File: src/rtl/sm3_arb_if.sv
// Bundle of the two requester message streams, the shared SM3 core port and the result/status
// outputs of the two-requester SM3 arbiter.
interface sm3_arb_if #(
  parameter int unsigned DW = 32
);
  logic [DW-1:0]   req0_msg_d;
  logic [DW/8-1:0] req0_msg_vld_byte;
  logic            req0_msg_vld;
  logic            req0_msg_lst;
  logic            req0_msg_rdy;

  logic [DW-1:0]   req1_msg_d;
  logic [DW/8-1:0] req1_msg_vld_byte;
  logic            req1_msg_vld;
  logic            req1_msg_lst;
  logic            req1_msg_rdy;

  logic [DW-1:0]   core_msg_d;
  logic [DW/8-1:0] core_msg_vld_byte;
  logic            core_msg_vld;
  logic            core_msg_lst;
  logic            core_msg_rdy;
  logic [255:0]    core_res;
  logic            core_res_vld;

  logic [255:0]    res_d;
  logic            res_id;
  logic            res_vld;
  logic            tmo_err;
  logic            busy;
  logic            gnt_id;

  // Arbiter view.
  modport slave (
    input  req0_msg_d, req0_msg_vld_byte, req0_msg_vld, req0_msg_lst,
    input  req1_msg_d, req1_msg_vld_byte, req1_msg_vld, req1_msg_lst,
    input  core_msg_rdy, core_res, core_res_vld,
    output req0_msg_rdy, req1_msg_rdy,
    output core_msg_d, core_msg_vld_byte, core_msg_vld, core_msg_lst,
    output res_d, res_id, res_vld, tmo_err, busy, gnt_id
  );

  // Requester/core side view.
  modport master (
    output req0_msg_d, req0_msg_vld_byte, req0_msg_vld, req0_msg_lst,
    output req1_msg_d, req1_msg_vld_byte, req1_msg_vld, req1_msg_lst,
    output core_msg_rdy, core_res, core_res_vld,
    input  req0_msg_rdy, req1_msg_rdy,
    input  core_msg_d, core_msg_vld_byte, core_msg_vld, core_msg_lst,
    input  res_d, res_id, res_vld, tmo_err, busy, gnt_id
  );
endinterface

File: src/rtl/sm3_arb.sv
// Two-requester arbiter in front of a shared SM3 core: grants one whole message at a time,
// waits for the digest (with timeout) and alternates priority after each completed job.
module sm3_arb #(
  parameter int unsigned DW  = 32,
  parameter int unsigned TMO = 1024
) (
  input logic     clk,
  input logic     rst,
  sm3_arb_if.slave bus
);

  typedef enum logic [1:0] {StIdle, StStream, StWaitRes} state_e;

  state_e          state_q, state_d;
  logic            prio_q, prio_d;
  logic            gnt_q, gnt_d;
  logic [15:0]     tcnt_q, tcnt_d;
  logic [255:0]    dig_q, dig_d;
  logic            rid_q, rid_d;
  logic            rvld_q, rvld_d;
  logic            tmo_q, tmo_d;

  logic [DW-1:0]   c_d;
  logic [DW/8-1:0] c_vb;
  logic            c_vld, c_lst, rdy0, rdy1;

  always_ff @(posedge clk or posedge rst) begin
    if (rst) begin
      state_q <= StIdle;
      prio_q  <= 1'b0;
      gnt_q   <= 1'b0;
      tcnt_q  <= '0;
      dig_q   <= '0;
      rid_q   <= 1'b0;
      rvld_q  <= 1'b0;
      tmo_q   <= 1'b0;
    end else begin
      state_q <= state_d;
      prio_q  <= prio_d;
      gnt_q   <= gnt_d;
      tcnt_q  <= tcnt_d;
      dig_q   <= dig_d;
      rid_q   <= rid_d;
      rvld_q  <= rvld_d;
      tmo_q   <= tmo_d;
    end
  end

  always_comb begin
    state_d = state_q;
    prio_d  = prio_q;
    gnt_d   = gnt_q;
    tcnt_d  = tcnt_q;
    dig_d   = dig_q;
    rid_d   = rid_q;
    rvld_d  = 1'b0;
    tmo_d   = 1'b0;
    c_d     = '0;
    c_vb    = '0;
    c_vld   = 1'b0;
    c_lst   = 1'b0;
    rdy0    = 1'b0;
    rdy1    = 1'b0;
    case (state_q)
      StIdle: begin
        if (bus.req0_msg_vld && bus.req1_msg_vld) begin
          gnt_d   = prio_q;
          state_d = StStream;
        end else if (bus.req0_msg_vld) begin
          gnt_d   = 1'b0;
          state_d = StStream;
        end else if (bus.req1_msg_vld) begin
          gnt_d   = 1'b1;
          state_d = StStream;
        end
      end
      StStream: begin
        if (gnt_q) begin
          c_d   = bus.req1_msg_d;
          c_vb  = bus.req1_msg_vld_byte;
          c_vld = bus.req1_msg_vld;
          c_lst = bus.req1_msg_lst;
          rdy1  = bus.core_msg_rdy;
        end else begin
          c_d   = bus.req0_msg_d;
          c_vb  = bus.req0_msg_vld_byte;
          c_vld = bus.req0_msg_vld;
          c_lst = bus.req0_msg_lst;
          rdy0  = bus.core_msg_rdy;
        end
        if (c_vld && bus.core_msg_rdy && c_lst) begin
          state_d = StWaitRes;
          tcnt_d  = '0;
        end
      end
      StWaitRes: begin
        // A digest arriving in the expiry cycle takes precedence over the timeout.
        if (bus.core_res_vld) begin
          dig_d   = bus.core_res;
          rid_d   = gnt_q;
          rvld_d  = 1'b1;
          prio_d  = ~gnt_q;
          state_d = StIdle;
        end else if (tcnt_q == 16'(TMO - 1)) begin
          tmo_d   = 1'b1;
          prio_d  = ~gnt_q;
          state_d = StIdle;
        end else begin
          tcnt_d  = tcnt_q + 16'd1;
        end
      end
      default: state_d = StIdle;
    endcase
  end

  assign bus.core_msg_d        = c_d;
  assign bus.core_msg_vld_byte = c_vb;
  assign bus.core_msg_vld      = c_vld;
  assign bus.core_msg_lst      = c_lst;
  assign bus.req0_msg_rdy      = rdy0;
  assign bus.req1_msg_rdy      = rdy1;
  assign bus.res_d             = dig_q;
  assign bus.res_id            = rid_q;
  assign bus.res_vld           = rvld_q;
  assign bus.tmo_err           = tmo_q;
  assign bus.busy              = (state_q != StIdle);
  assign bus.gnt_id            = gnt_q;

endmodule

File: src/flat_wrapper.sv
// flat-port wrapper written by rule: the top's interface ports become plain ports
module sm3_arb_flat 
#(
  parameter int unsigned DW  = 32,
  parameter int unsigned TMO = 1024
)
  (clk, rst, bus_req0_msg_d, bus_req0_msg_vld_byte, bus_req0_msg_vld, bus_req0_msg_lst, bus_req1_msg_d, bus_req1_msg_vld_byte, bus_req1_msg_vld, bus_req1_msg_lst, bus_core_msg_rdy, bus_core_res, bus_core_res_vld, bus_req0_msg_rdy, bus_req1_msg_rdy, bus_core_msg_d, bus_core_msg_vld_byte, bus_core_msg_vld, bus_core_msg_lst, bus_res_d, bus_res_id, bus_res_vld, bus_tmo_err, bus_busy, bus_gnt_id);
  sm3_arb_if #(.DW(DW)) bus_i ();
  input logic clk;
  input logic rst;
  input wire logic [$bits(bus_i.req0_msg_d)-1:0] bus_req0_msg_d;
  input wire logic [$bits(bus_i.req0_msg_vld_byte)-1:0] bus_req0_msg_vld_byte;
  input wire logic [$bits(bus_i.req0_msg_vld)-1:0] bus_req0_msg_vld;
  input wire logic [$bits(bus_i.req0_msg_lst)-1:0] bus_req0_msg_lst;
  input wire logic [$bits(bus_i.req1_msg_d)-1:0] bus_req1_msg_d;
  input wire logic [$bits(bus_i.req1_msg_vld_byte)-1:0] bus_req1_msg_vld_byte;
  input wire logic [$bits(bus_i.req1_msg_vld)-1:0] bus_req1_msg_vld;
  input wire logic [$bits(bus_i.req1_msg_lst)-1:0] bus_req1_msg_lst;
  input wire logic [$bits(bus_i.core_msg_rdy)-1:0] bus_core_msg_rdy;
  input wire logic [$bits(bus_i.core_res)-1:0] bus_core_res;
  input wire logic [$bits(bus_i.core_res_vld)-1:0] bus_core_res_vld;
  output wire logic [$bits(bus_i.req0_msg_rdy)-1:0] bus_req0_msg_rdy;
  output wire logic [$bits(bus_i.req1_msg_rdy)-1:0] bus_req1_msg_rdy;
  output wire logic [$bits(bus_i.core_msg_d)-1:0] bus_core_msg_d;
  output wire logic [$bits(bus_i.core_msg_vld_byte)-1:0] bus_core_msg_vld_byte;
  output wire logic [$bits(bus_i.core_msg_vld)-1:0] bus_core_msg_vld;
  output wire logic [$bits(bus_i.core_msg_lst)-1:0] bus_core_msg_lst;
  output wire logic [$bits(bus_i.res_d)-1:0] bus_res_d;
  output wire logic [$bits(bus_i.res_id)-1:0] bus_res_id;
  output wire logic [$bits(bus_i.res_vld)-1:0] bus_res_vld;
  output wire logic [$bits(bus_i.tmo_err)-1:0] bus_tmo_err;
  output wire logic [$bits(bus_i.busy)-1:0] bus_busy;
  output wire logic [$bits(bus_i.gnt_id)-1:0] bus_gnt_id;
  assign bus_i.req0_msg_d = bus_req0_msg_d;
  assign bus_i.req0_msg_vld_byte = bus_req0_msg_vld_byte;
  assign bus_i.req0_msg_vld = bus_req0_msg_vld;
  assign bus_i.req0_msg_lst = bus_req0_msg_lst;
  assign bus_i.req1_msg_d = bus_req1_msg_d;
  assign bus_i.req1_msg_vld_byte = bus_req1_msg_vld_byte;
  assign bus_i.req1_msg_vld = bus_req1_msg_vld;
  assign bus_i.req1_msg_lst = bus_req1_msg_lst;
  assign bus_i.core_msg_rdy = bus_core_msg_rdy;
  assign bus_i.core_res = bus_core_res;
  assign bus_i.core_res_vld = bus_core_res_vld;
  assign bus_req0_msg_rdy = bus_i.req0_msg_rdy;
  assign bus_req1_msg_rdy = bus_i.req1_msg_rdy;
  assign bus_core_msg_d = bus_i.core_msg_d;
  assign bus_core_msg_vld_byte = bus_i.core_msg_vld_byte;
  assign bus_core_msg_vld = bus_i.core_msg_vld;
  assign bus_core_msg_lst = bus_i.core_msg_lst;
  assign bus_res_d = bus_i.res_d;
  assign bus_res_id = bus_i.res_id;
  assign bus_res_vld = bus_i.res_vld;
  assign bus_tmo_err = bus_i.tmo_err;
  assign bus_busy = bus_i.busy;
  assign bus_gnt_id = bus_i.gnt_id;
  sm3_arb #(.DW(DW), .TMO(TMO)) u_core (.clk(clk), .rst(rst), .bus(bus_i));
endmodule
File: config.mk
export PLATFORM = sky130hd
export DESIGN_NAME = sm3_arb_flat
export DESIGN_NICKNAME = d
export VERILOG_FILES = /design/src/rtl/sm3_arb_if.sv /design/src/rtl/sm3_arb.sv /design/src/flat_wrapper.sv
export SDC_FILE = /design/constraint.sdc
export NUM_CORES = 1
export LEC_CHECK = 0
export BUFFER_PORTS_ARGS = -buffer_cell sky130_fd_sc_hd__buf_4
export CAP_MARGIN = 10
export CELL_PAD_IN_SITES_DETAIL_PLACEMENT = 2
export CELL_PAD_IN_SITES_GLOBAL_PLACEMENT = 2
export CORE_AREA = 3 3 243 245
export DETAILED_ROUTE_END_ITERATION = 7
export DIE_AREA = 0 0 246 248
export PLACE_DENSITY_LB_ADDON = 0.25
export SYNTH_ARGS = -nofsm -noshare
export SYNTH_HDL_FRONTEND = slang
export SYNTH_SLANG_ARGS = --single-unit
File: constraint.sdc
create_clock -name clk -period 9.3 [get_ports clk]
set_input_delay 0.465 -clock clk [delete_from_list [all_inputs] [get_ports clk]]
set_output_delay 0.465 -clock clk [all_outputs]
set_load 0.03 [all_outputs]
Word level (Yosys, flattened, before mapping)
Cells that the tools add are included.

storage, ports and cells
  bits in writable memories = 0
  register bits = 279
  memories = 0
  latch bits = 0
  bits in read-only memories = 0
  word-level logic and storage cells = 66
  bits of input ports = 336

cells by class
  reduce and logical (&&, ||, !) cells = 13
  add/sub/neg operators = 1
  $lt $le $gt $ge = 0
  bitwise logic cells = 1
  shift-type cells = 0
  muxes and demuxes = 35
  $mul = 0
  divide/modulo/power cells = 0
  equality and inequality tests = 8

operators by type and width
  kind                                                                     count
  32-bit 2-to-1 mux                                                        2
  16-bit 2-to-1 mux                                                        3
  16-bit case mux with 2 select lines                                      1
  1-bit 2-to-1 mux                                                         20
  16-bit by 1-bit adder with 16-bit output, second input constant          1
  16-bit by 10-bit == test with 1-bit output, second input constant        1
  2-bit 2-to-1 mux                                                         6
  4-bit 2-to-1 mux                                                         2
  2-bit case mux with 3 select lines                                       1
  2-bit AND reduction                                                      3
  2-bit nonzero test                                                       3
  2-bit inequality test, second input constant                             2
  4-bit by 3-bit inequality test with 1-bit output, second input constant  1
  4-bit AND reduction                                                      1
  1-bit logical AND                                                        3
  3-bit by 2-bit inequality test with 1-bit output, second input constant  1
  3-bit AND reduction                                                      1
  3-bit nonzero test                                                       1
  2-bit by 1-bit == test with 1-bit output, second input constant          1
  2-bit == test, second input constant                                     1
  2-bit logical NOT                                                        1
  2-bit by 1-bit inequality test with 1-bit output, second input constant  1
  1-bit NOT                                                                1

Depth between registers and ports, before layout
Gate-level depths: netlist of run 1.

  depth in word-level cells = 6
  mapped depth = 6
  gate-level depth less buffers = 5

Least setup slack after synthesis of run 1
Ideal clock, no wire load.

  path type = flip-flop to output port
  from = register u_core.gnt_q, in the netlist u_core.bus.gnt_id
  to = output port bus_core_msg_d[0]
  cell stages (with the launch flop) = 5
  slack = 7.043 ns
  buffers on the path = 2
  arrival = 1.792 ns
  path through = dfrtp_1 > clkbuf_1 > clkbuf_1 > mux2i_1 > nor2_1

between the ends
  cells in the longest elaborated chain, start to end = 2

RTL lines
  item                    line                text
  from (decl)             sm3_arb.sv:16       logic gnt_q, gnt_d;
  from (signal assigned)  sm3_arb.sv:40       gnt_q <= gnt_d;
  32-bit 2-to-1 mux       sm3_arb.sv:78       if (gnt_q) begin
  32-bit 2-to-1 mux       sm3_arb.sv:64       case (state_q)
  to (decl)               flat_wrapper.sv:24  output wire logic [$bits(bus_i.core_msg_d)-1:0] bus_core_msg_d;

Every way passes these cells.

Worst setup path in the final report of run 1
  from = register u_core.state_q[1]
  to = register u_core.dig_q[76], in the netlist u_core.bus.res_d[76]

between the ends
  cells in the longest elaborated chain, start to end = 2

RTL lines
  item                                  line           text
  from (decl)                           sm3_arb.sv:14  state_e state_q, state_d;
  from (signal assigned)                sm3_arb.sv:29  state_q <= StIdle;
  from (signal assigned)                sm3_arb.sv:38  state_q <= state_d;
  2-bit == test                         sm3_arb.sv:64
  2-bit AND reduction (no source line)  --
  to (signal assigned)                  sm3_arb.sv:42  dig_q <= dig_d;
  to (decl)                             sm3_arb.sv:18  logic [255:0] dig_q, dig_d;

Every way passes these cells.
A chain may end at the register's enable or synchronous reset.

==> impl_results.md, run 1 <==
- Status: finished, final reports clean
- Htree depth: 2
- Iter 0 DRT Violations: 197
- P&R area growth vs syn: 58.8%
- Post-synth top cells: 279 x dfrtp_1, 257 x mux2_2, 47 x nor2_1, 39 x mux2i_1, 21 x buf_4
- Post-synth top area share: 60.9%
- First-pass detailed-route iteration total: 4
- Inserted Diodes: 0
- Cell leakage power: 9.24 nW
- Worst path slowest cell: buf_4
- Syn_nets: 1,122
- NumNets Final: 1,758
- Critical path cell sequence: nor2b_2 -> and2_4 -> buf_4 -> mux2_2
- Final Skew: 0.0106 ns
- Tightest Pin Transition: 1.07 ns
- Initial antenna violation count: 1
- Synth Instances: 785
- Final Critical Period: 3.06 ns
- WS Path Type: flop to flop
- Drc violations: 0
- Sink Count: 279
- Critical Path AT: 3.48 ns
- Period utilization: 32.9%
- Worst Path Max Fanout: 73
- HP Class: primary input to asynchronous set/reset pin
- Vias in the first global route: 10,000
- Sum of negative setup slack: 0 ns
- Clock tree buffer depth: 3
- Clock transition at the registers of the reported paths: 0.06 ns
- Pwr/cell area: 385 nW/um^2
- Seq cells post-synth: 279
- Final HPWL DP: 36,000 um
- Min Hold Slack: 0.0956 ns
- Max incr delay on CP: 0.81 ns
- Die X: 246 um
- Num ports: 637
- Clock buffer count from CTS: 36
- Max Slew Vio Count: 0
- RePlAce Congestion: 0.778
- Std cell rows: 88
- FFs w/ async S/R, synth: 100%
- Hold_buf cts: 0
- Via Count: 9,069
- Number of vias per cell: 4.10
- CTS tree: yes
- Yosys top cell by area: dfrtp_1
- First-pass GRT wire length: 66,500 um
- CP required: 9.71 ns
- Relative slew slack: 28.5%
- Avg Cell Area, Syn: 14.6 sq um
- Main area contributors after synthesis: dfrtp_1 61%, mux2_2 25%, mux2i_1 3.4%, nor2_1 1.5%, buf_4 1.4%
- GRT Overall Usage: 14.5%
- Grt ovf: 0
- Detail Route Antenna Nets: 0
- Crit. End Element: flop
- Final count of hold timing violations: 0
- CTS Root Cell: clkbuf_16
- Core Region: 57,400 sq um
- DIE AREA: 61,000 sq um
- Largest net degree at the start of global routing: 159
- Die Height: 248 um
- Number of max-cap violations: 0
- CP startpoint kind: flop
- Share of layout cells above drive strength 1: 66.9%
- Register area share after synthesis: 60.9%
- Final Power: 7.01 mW
- IO buf count: 636
- Skew-Pair Late Insertion Delay: 0.53 ns
- Post-CTS setup buffer count: 0
- Routed length per instance: 21.1 um
- Synth Warn #: 0
- Fill cells: 6,096
- RSZ-0062 raised after global routing: no
- Top-count cell post-synth: dfrtp_1
- Total wire length: 46,700 um
- Post-cts repair resize count: 0
- VDD IR max: 0.149 mV
- Unique masters post-synth: 57
- Post-synth EDFFs: 0
- Top_reg_cell synth: dfrtp_1
- Initial Util: 20.0%
- FMAX: 0.327 GHz
- Cell Area, Synth: 11,500 sq um
- Final Setup Violations: 0
metrics by stage:
stage	util, %	instances	area [sq um]	setup slack [ns]
3_3_place_gp	29.7	2148	17000	6.31
4_1_cts	31.7	2211	18200	6.23
2_1_floorplan	-	785	11500	1.14
5_1_grt	31.7	2211	18200	6.02
6_report	31.7	2211	18200	6.24
3_5_place_dp	29.7	2148	17000	6.25
worst max-delay path: cells and delay by family, from the launching register on:
family | cells | cell delay (ns)
flip-flops | 1 | 0.44
buffers and inverters | 1 | 0.81
multiplexers | 1 | 0.42
AND/OR/NAND/NOR | 2 | 1.19
cell families after synthesis:
logic type | after synthesis | synth area share [%]
AOI/OAI and AO/OA | 37 | 2.34
muxes | 297 | 28.8
and+or+nand+nor | 116 | 5.29
buffers and inverters | 55 | 2.59
adders and majority gates | 1 | 0.109
DFF | 279 | 60.9
worst paths after layout:
| kind | from | end | slack [ns] | cells after the start |
|---|---|---|---|---|
| worst max register to register | u_core.state_q[1]$_DFFE_PP0P_ | u_core.bus.res_d[76]$_DFFE_PP0P_ | 6.24 | 4 |
| worst min register to register | u_core.bus.res_d[33]$_DFFE_PP0P_ | u_core.bus.res_d[33]$_DFFE_PP0P_ | 0.50 | 1 |
| worst max-delay path | u_core.state_q[1]$_DFFE_PP0P_ | u_core.bus.res_d[76]$_DFFE_PP0P_ | 6.24 | 4 |
| min in group clk | bus_core_res[6] | u_core.bus.res_d[6]$_DFFE_PP0P_ | 0.16 | 2 |
| max in group asynchronous | rst | u_core.bus.gnt_id$_DFFE_PP0P_ | 7.13 | 4 |
| worst min-delay path | rst | u_core.bus.res_d[137]$_DFFE_PP0P_ | 0.1 | 2 |
report_power, final:
| part | switching (mW) | internal (mW) | total, mW |
|---|---|---|---|
| Combinational | 2.09 | 1.39 | 3.48 |
| Sequential | 0.339 | 1.79 | 2.13 |
| Clock | 0.545 | 0.855 | 1.40 |
final cells by class:
| cell class | count | area (sq um) | share of cell area, % |
|---|---|---|---|
| clock buffer | 57 | 1120 | 6.16 |
| clock inverter | 6 | 70.1 | 0.385 |
| inverter | 10 | 45.0 | 0.247 |
| multi-input combinational | 451 | 4190 | 23.0 |
| sequential | 279 | 6980 | 38.4 |
| tap | 765 | 957 | 5.26 |
| timing repair buffer | 643 | 4840 | 26.6 |
state kept, by name (all words and copies together), names as in the netlist:
register            flops
u_core.bus.res_d      256
u_core.tcnt_q          16
u_core.state_q          2
u_core.bus.gnt_id       1
u_core.bus.res_id       1
u_core.bus.res_vld      1
u_core.bus.tmo_err      1
u_core.prio_q           1
layer usage:
metal / vias to the layer above / GRT usage (%) / wire length [um]
met5: - / 0 / 13
met4: 2 / 3.40 / 769
met3: 49 / 5.61 / 4330
met2: 403 / 26.8 / 24900
met1: 4548 / 15.5 / 16600
li1: 4067 / - / -
placed cells by master (no fill, tap or decap), types with 2 or more instances in the layout:
cell type and n:
clkinv_2 3, nand2b_1 2, clkbuf_8 10, a22oi_1 2, and3_1 2, and2_1 4
nor2_1 47, o211ai_1 3, clkbuf_16 38, nor4_1 4, nand3b_1 3, mux2_2 257
a21o_1 3, and4_1 2, a21oi_1 3, o21ai_0 3, nor3_1 8, mux2i_1 39
a311oi_1 2, nand4_1 4, dfrtp_1 278, inv_1 9, buf_4 642, clkbuf_1 9
nand2_1 14, a31oi_1 7, nand3_1 11
Power figures use the tool's default switching activity.
==> run 2, diff against run 1 <==
- ABC_AREA: unset -> 1
- CORE_AREA: 3 3 243 245 -> unset
- CORE_ASPECT_RATIO: unset -> 0.6
- CORE_MARGIN: unset -> 3
- CORE_UTILIZATION: unset -> 21
- DIE_AREA: 0 0 246 248 -> unset
- clock period: 9.3 -> 2.8 ns (I/O delays scaled with it)
==> impl_results.md, run 2 <==
- CTS Root Cell: clkbuf_16
- Pwr/cell area: 988 nW/um^2
- First-pass GRT wire length: 93,200 um
- Register area share after synthesis: 60.7%
- Vias in the first global route: 15,300
- Final cell count without fillers: 3,033
- P&R area growth vs syn: 80.6%
- NumNets Final: 2,638
- Max Slew Vio Count: 0
- Final count of hold timing violations: 0
- Critical R2R Capture: u_core.state_q[0]$_DFFE_PP0P_
- Num ports: 637
- Main area contributors after synthesis: dfrtp_1 61%, nand2_1 30%, buf_2 2.4%, a21oi_1 1.9%, nor2_1 1.1%
- Top-count cell post-synth: nand2_1
- RePlAce Congestion: 0.768
- RSZ-0062 raised after global routing: no
- Worst r2r src: u_core.bus.gnt_id$_DFFE_PP0P_
- Cell Area, Synth: 11,500 sq um
- Fill cells: 5,982
- Iter 0 DRT Violations: 524
- Skew-Pair Late Insertion Delay: 0.57 ns
- Number of vias per cell: 4.28
- Leading cell type in the layout, fill and taps excluded: nand2_1
- Core Region: 53,400 sq um
- Fin area: 20,800 sq um
- Number of max-cap violations: 0
- Area of placed instances: 17,100 sq um
- Grt ovf: 0
- Post-synth top cells: 919 x nand2_1, 279 x dfrtp_1, 54 x buf_2, 44 x a21oi_1, 35 x nor2_1
- Top_reg_cell synth: dfrtp_1
- Final Skew: 0.0128 ns
- CTS tree: yes
- Sink Count: 279
- FFs w/ async S/R, synth: 100%
- WS Path Type: flop to flop
- Sum of negative setup slack: 0 ns
- Clock transition at the registers of the reported paths: 0.07 ns
- Multi-input logic area: 4060 sq um
- Critical Path AT: 2.75 ns
- Yosys top cell by area: dfrtp_1
- Synth Instances: 1,418
- Largest net degree at the start of global routing: 155
- Seq cells post-synth: 279
- Worst path slowest cell: dlygate4sd3_1
- Crit. End Element: flop
- Die Height: 187 um
- Avg Cell Area, Syn: 8.11 sq um
- HP Class: primary input to asynchronous set/reset pin
- Share of layout cells above drive strength 1: 30.9%
- Std cell rows: 65
- Critical path cell sequence: o21ai_0 -> nand3_1 -> dlygate4sd3_1 -> nand2_1 -> nand2_1 -> dlygate4sd3_1
- Routed length per instance: 20.1 um
- CP startpoint kind: flop
- DIE AREA: 57,700 sq um
- Status: finished, final reports clean
- Worst Path Max Fanout: 6
- Clock tree buffer depth: 3
- First-pass detailed-route iteration total: 4
- Period utilization: 82.4%
- Reg2Reg Depth: 6
- Commonest cells after routing, fill and taps aside: 919 x nand2_1, 648 x buf_4, 279 x dfrtp_1
- Unique masters post-synth: 22
- Initial antenna violation count: 4
- CP required: 3.24 ns
- Syn_nets: 1,755
- Final Setup Violations: 0
- FF+latch area: 6980 sq um
- IO buf count: 636
- VDD IR max: 0.450 mV
- Relative slew slack: 39.8%
- Cell leakage power: 11.3 nW
- Clock buffer count from CTS: 31
- Total wire length: 61,100 um
- Die X: 308 um
- Htree depth: 1
- Final Power: 20.5 mW
- Detail Route Antenna Nets: 0
- Placed Cells: 2,707
- GRT Overall Usage: 20.6%
- Post-CTS setup buffer count: 0
- Via Count: 13,000
- Reg-to-reg slack, setup: 0.49 ns
- Max reg flops: 256
- Post-synth top area share: 60.7%
- Final Critical Period: 2.31 ns
- Max incr delay on CP: 0.59 ns
- Final HPWL DP: 39,300 um
- Post-synth EDFFs: 0
- Initial Util: 21.5%
- FMAX: 0.433 GHz
- Drc violations: 0
- Tightest Pin Transition: 0.903 ns
- Min Hold Slack: 0.311 ns
- Synth Warn #: 0
-- run 2: cell count changes after synthesis, moves of 7 or more --
cell / delta
buf_2: +46
buf_4: -17
nor2_1: -12
mux2_2: -257
a31oi_1: -7
a21oi_1: +41
mux2i_1: -39
inv_1: +14
nand2_1: +905
-- run 2: how the worst max path moves through the flow --
stage | startpoint | end | slack [ns] | depth (start not counted)
6_report | u_core.bus.gnt_id$_DFFE_PP0P_ | u_core.state_q[0]$_DFFE_PP0P_ | 0.49 | 6
5_1_grt | u_core.bus.gnt_id$_DFFE_PP0P_ | u_core.state_q[0]$_DFFE_PP0P_ | 0.30 | 6
4_1_cts | u_core.bus.gnt_id$_DFFE_PP0P_ | u_core.state_q[0]$_DFFE_PP0P_ | 0.55 | 6
3_5_place_dp | u_core.tcnt_q[1]$_DFFE_PP0P_ | u_core.tcnt_q[12]$_DFFE_PP0P_ | 0.77 | 9
3_3_place_gp | u_core.tcnt_q[0]$_DFFE_PP0P_ | u_core.tcnt_q[7]$_DFFE_PP0P_ | 0.88 | 9
2_1_floorplan | rst | u_core.bus.gnt_id$_DFFE_PP0P_ | -1.03 | 1
-- run 2: critical path, delay by kind of cell, from the launching register on --
kind / cells / cell delay (ns)
simple gates: 3 / 0.25
buf+inv: 2 / 1.16
compound gates: 1 / 0.36
flops: 1 / 0.43
-- run 2: timing repair --
action	in CTS	in global routing
hold buffers	264	0
hold endpoints to repair	272	0
gates resized for setup	0	0
-- run 2: final cells by class --
cell class | count | area share (%)
inverter | 28 | 0.561
clock buffer | 43 | 4.20
clock inverter | 14 | 0.627
multi-input combinational | 1039 | 19.6
timing repair buffer | 922 | 37.1
tap | 703 | 4.24
antenna | 5 | 0.0603
sequential | 279 | 33.6
-- run 2: cell families after synthesis --
kind of cell / after synthesis / synth area share (%)
xor+xnor: 1 / 0.0762
simple gates: 980 / 32.5
buf+inv: 100 / 4.05
fa+ha+maj: 1 / 0.109
compound gates: 57 / 2.55
flops: 279 / 60.7
-- run 2: stage by stage --
stage	worst slack (ns)	util, %
after floorplan	-1.03	-
after global placement	0.879	32.1
after detailed placement	0.773	32.1
after CTS	0.552	38.9
after global routing	0.297	38.9
final	0.492	38.9
-- run 2: metal layers --
metal  up-vias  part of all wire, %  global-route usage (%)
met4         0                  4.2                    7.17
met1      6452                   39                    23.0
met5         -                    0                       0
met2       330                   52                    37.9
met3       129                  5.3                    5.09
li1       6070                    -                       -
-- run 2: report_power, final --
part	switching [mW]	internal, mW
logic	6.46	3.49
clock network	1.82	2.35
registers	0.936	5.46
total	9.21	11.3
